[src/rtl/serial_subtractor.sv]
// serial_subtractor: bit-serial unsigned a - b - bin, one bit per clock LSB first, start/done handshake.
module serial_subtractor #(
  parameter int WIDTH = 4
) (
  input  logic             clk,
  input  logic             rst_n,
  input  logic             start,
  input  logic [WIDTH-1:0] a,
  input  logic [WIDTH-1:0] b,
  input  logic             bin,
  output logic             busy,
  output logic             done,
  output logic [WIDTH-1:0] diff,
  output logic             bout
);
  localparam int CW = $clog2(WIDTH) + 1;
  typedef enum logic [1:0] {IDLE, RUN, DONE} state_t;
  state_t           state;
  logic [WIDTH-1:0] sa, sb, res;
  logic             borrow;
  logic [CW-1:0]    cnt;
  logic             d_bit, nb;
  logic [WIDTH-1:0] res_next;
  assign d_bit    = sa[0] ^ sb[0] ^ borrow;
  assign nb       = (~sa[0] & sb[0]) | (~(sa[0] ^ sb[0]) & borrow);
  assign res_next = {d_bit, res[WIDTH-1:1]};
  assign busy     = (state == RUN);
  always_ff @(posedge clk or negedge rst_n) begin
    if (!rst_n) begin
      state  <= IDLE;
      sa     <= '0;
      sb     <= '0;
      res    <= '0;
      borrow <= 1'b0;
      cnt    <= '0;
      done   <= 1'b0;
      diff   <= '0;
      bout   <= 1'b0;
    end else begin
      done <= 1'b0;
      case (state)
        RUN: begin
          sa     <= sa >> 1;
          sb     <= sb >> 1;
          res    <= res_next;
          borrow <= nb;
          cnt    <= cnt + 1'b1;
          if (cnt == CW'(WIDTH - 1)) begin
            diff  <= res_next;
            bout  <= nb;
            done  <= 1'b1;
            state <= DONE;
          end
        end
        // DONE counts as not busy, so a new start is accepted straight away
        default: begin
          if (start) begin
            sa     <= a;
            sb     <= b;
            borrow <= bin;
            cnt    <= '0;
            state  <= RUN;
          end else begin
            state <= IDLE;
          end
        end
      endcase
    end
  end
endmodule

[config.mk]
export PLATFORM = sky130hd
export DESIGN_NAME = serial_subtractor
export DESIGN_NICKNAME = d
export VERILOG_FILES = /design/src/rtl/serial_subtractor.sv
export SDC_FILE = /design/constraint.sdc
export NUM_CORES = 1
export LEC_CHECK = 0
export ABC_CLOCK_PERIOD_IN_PS = 2400
export BUFFER_PORTS_ARGS = -buffer_cell sky130_fd_sc_hd__buf_2
export CORE_MARGIN = 5
export CORE_UTILIZATION = 57
export DETAILED_ROUTE_END_ITERATION = 10
export PLACE_DENSITY_LB_ADDON = 0.12
export SLEW_MARGIN = 30
export SYNTH_ARGS = -nofsm -noshare
export SYNTH_HDL_FRONTEND = slang
export SYNTH_SLANG_ARGS = --single-unit
[constraint.sdc]
create_clock -name clk -period 2.4 [get_ports clk]
set_input_delay 0.48 -clock clk [delete_from_list [all_inputs] [get_ports clk]]
set_output_delay 0.48 -clock clk [all_outputs]
set_load 0.02 [all_outputs]
## Yosys cells after proc, flatten, opt, wreduce, memory -nomap -nowiden

Index checks and enable logic that the tools add are counted.
W data, S select, Z words.

- $add $sub $neg: 1
- Bitwise logic cells: 7
- Muxes and demuxes: 13
- Reduce and logical (&&, ||, !) cells: 2
- Equal/unequal tests: 3

Operators by type and width:

| operator | count |
|---|---|
| $mux W4 | 4 |
| $mux W3 | 2 |
| $mux W1 | 5 |
| $mux W2 | 2 |
| $add A3 B1 Y3 const B | 1 |
| $eq A3 B2 Y1 const B | 1 |
| $and A1 B1 Y1 | 2 |
| $eq A2 B1 Y1 const B | 1 |
| $ne A2 B1 Y1 const B | 1 |
| $not A1 Y1 | 2 |
| $reduce_and A2 Y1 | 1 |
| $reduce_bool A2 Y1 | 1 |
| $xor A1 B1 Y1 | 2 |
| $or A1 B1 Y1 | 1 |

- Input port bits: 12
- Word-level logic and storage cells: 35
- Flip-flop bits (word level): 24
- Output and inout bits: 7

## Depth between registers and ports, before layout

- Depth after elaboration: 5
- Depth in mapped cells: 4
- Mapped depth without buffers: 4

## Worst setup path before layout

No wires, ideal clock.

- Path kind: reg-to-reg
- From: register cnt[0]
- To: register diff[0]
- Path slack: 0.959 ns
- Period minus slack after synthesis: 1.441 ns
- Arrival: 1.316 ns
- Cell stages (with the launch flop): 5
- Buffers on the path: 0
- Library setup time: 0.125 ns
- Required time: 2.275 ns
- Path through: dfrtp_1 > ha_1 > ha_1 > nand3b_1 > mux2_2

- Cells in the longest elaborated chain, start to end: 2

RTL lines:

| what | line | text |
|---|---|---|
| from (decl) | 21 | `logic [CW-1:0] cnt;` |
| from (signal assigned) | 47 | `cnt <= cnt + 1'b1;` |
| $eq A3 B2 Y1 | 48 | `if (cnt == CW'(WIDTH - 1)) begin` |
| $reduce_and A2 Y1 (no source line) | n/a |  |
| to (signal assigned) | 49 | `diff <= res_next;` |
| to (decl) | 13 | `output logic [WIDTH-1:0] diff,` |

No other way between the ends.
A chain may end at the register's enable or synchronous reset.

## Final worst setup path

- From: register state[1]
- To: output busy

- Cells in the longest elaborated chain, start to end: 1

RTL lines:

| what | line | text |
|---|---|---|
| from (decl) | 18 | `state_t state;` |
| from (signal assigned) | 30 | `state <= IDLE;` |
| from (signal assigned) | 52 | `state <= DONE;` |
| from (signal assigned) | 62 | `state <= RUN;` |
| $eq A2 B1 Y1 | 27 | `assign busy = (state == RUN);` |
| to (decl) | 11 | `output logic busy,` |

No other way between the ends.

==> reports/qor.txt <==
Status - completed
Sequential cell area - 576 µm²
Top post-synthesis cells by count - dfrtp_1, mux2_2, inv_1, mux2i_1, mux2_4
PortBufs - 18
Top-area cell type share of the netlist area - 55.3%
CP arrival - 1.16 ns
Count leader, synth - dfrtp_1
Worst min-delay path class - input port to async pin
Largest net degree at the start of global routing - 24
PwrDens - 1260 nW/µm²
Setup WS post-layout - 0.757 ns
EDFF count, synth - 0
Placed Area - 1150 µm²
Synth warn - 0
Root Buffer - clkbuf_4
Htree depth - 1
Syn_nets - 86
Setup Buffers After CTS - 0
Period utilisation layout - 68.5%
Post-DRT Antenna Nets - 0
Synth Cell Area - 1040 µm²
Pre-antenna DRT Iters - 2
Critical Path End Type - output port
Via count of the first global-routing pass - 595
Post-synthesis sequential element count - 23
# resized after CTS - 0
Tightest Pin Transition - 0.482 ns
Setup TNS - 0 ns
Ys flop type - dfrtp_1
Worst Clk Skew - 0.00150 ns
Die ar. - 2780 µm²
Reg2Reg Setup Slack - 0.85 ns
DR vias - 554
Final hold violation count - 0
Remaining DRCs - 0
FMAX - 0.609 GHz
WL final - 1500 µm
Vias per inst - 4.74
Startpoint Class - flip-flop
Initial antenna violation count - 0
Pre-CTS setup slack - 0.843 ns
Critical path class - flip-flop to output port
First-pass GRT wire length - 2590 µm
Layout Area Growth over Synthesis - 12.9%
Async set-or-reset flop fraction in the synthesized netlist - 100%
Multi-input gate area - 413 µm²
Max-slew violations - 0
Final setup violation count - 0
Critical path peak fanout - 4
CTS tree - done
Design Area, Final - 1170 µm²
Ratio of cells with drive above 1 in the final layout - 46.7%
Die Y - 52.7 µm
Peak supply drop - 0.000858 V
Starting Density - 60.3%
Total GRT Usage - 13.2%
Worst EP required - 1.92 ns
Rows - 15
Seq/Total Area, Yosys - 55.3%
Tot Pwr - 1.48 mW
Hold buffers post-CTS - 0
Avg Cell Area, Syn - 14.7 µm²
Max Cap Violations - 0
Final net count - 108
Distinct cells, synth - 12
GR Overflow Total - 0
Die X - 52.7 µm
Total CTS buffers - 3
Post-synth top area cell - dfrtp_1
Synth top area cells - dfrtp_1, mux2_2, mux2_4
DR iter-0 viols - 2
Clock transition at the registers of the reported paths - 0.12 ns
Diode count - 0
Core Region - 1730 µm²
Cells after Synth - 71
Detail Placement HPWL - 1120 µm
IO Count - 19
Final hold slack - 0.119 ns
RePlAce Congestion - 0.693
Max Root-Sink Buffers - 2
Lkg Pwr - 0.608 nW
Number of fill cells - 155
Clock sinks - 23
Worst slew margin - 67.9%
RSZ-0062 raised after global routing - no
Detail-routed net length per standard cell - 12.8 µm
Minimum clock period - 1.64 ns
Clock latency on the worst-skew pair - 0.30 ns
worst max-delay path, stage by stage, from the launching register on:
cell and delay, ns:
dfrtp_1 0.38, nand2b_1 0.15, inv_1 0.14, buf_2 0.19
worst paths after layout:
path / startpoint / to / cells after the start
worst min-delay path: rst_n / done / 1
max in group asynchronous: rst_n / cnt[1] / 1
worst max-delay path: state[1] / busy / 3
min in group clk: a[3] / sa[3] / 3
worst min register to register: cnt[0] / cnt[0] / 1
worst max register to register: cnt[0] / diff[0] / 4
state kept, by name (all words and copies together) (netlist names):
register	cells
diff	4
borrow	1
res	3
sb	4
state	2
bout	1
cnt	3
sa	4
done	1
final cells by class:
class / count / share of cell area, %
clock buffer: 3 / 1.92
sequential: 23 / 49.0
inverter: 8 / 2.56
multi-input combinational: 38 / 35.1
tap: 25 / 2.66
timing repair buffer: 19 / 8.31
clock inverter: 1 / 0.426
cells in the final DEF (no fill, tap or decap):
master | synthesis | routed
inv_1 | 8 | 8
nor2b_1 | 1 | 1
nand2b_1 | 3 | 3
clkinv_2 | 0 | 1
clkbuf_4 | 0 | 3
mux2_4 | 6 | 6
mux2i_1 | 8 | 8
mux2_2 | 14 | 14
buf_4 | 0 | 1
buf_2 | 0 | 18
ha_1 | 2 | 2
nor2_1 | 2 | 2
fa_1 | 1 | 1
dfrtp_1 | 23 | 23
nand3b_1 | 1 | 1
layer usage:
| layer | up-vias | wire [µm] | track usage [%] |
|---|---|---|---|
| met5 | - | 0 | 0 |
| met4 | 0 | 13 | 7.66 |
| met3 | 2 | 78 | 3.99 |
| met2 | 11 | 729 | 22.1 |
| met1 | 258 | 677 | 14.7 |
| li1 | 283 | - | - |
power by group:
part           internal [mW]  leakage [nW]  switching (mW)  total (mW)
clock network         0.0621        0.0177           0.107       0.169
logic                  0.354         0.309           0.310       0.664
registers              0.562         0.282          0.0836       0.646
cell families after synthesis:
| logic type | Yosys count | share of synthesized area, % |
|---|---|---|
| fa+ha+maj | 3 | 4.33 |
| buf+inv | 10 | 5.05 |
| flops | 23 | 55.3 |
| mux | 28 | 31.5 |
| simple gates | 7 | 3.85 |
metrics by stage:
step	utilization [%]	cells
finish	68.0	117
global route	68.0	117
CTS	68.0	117
detailed placement	66.4	113
global placement	66.4	113
floorplan	-	71
No activity file was read; power rests on OpenSTA's default activity.
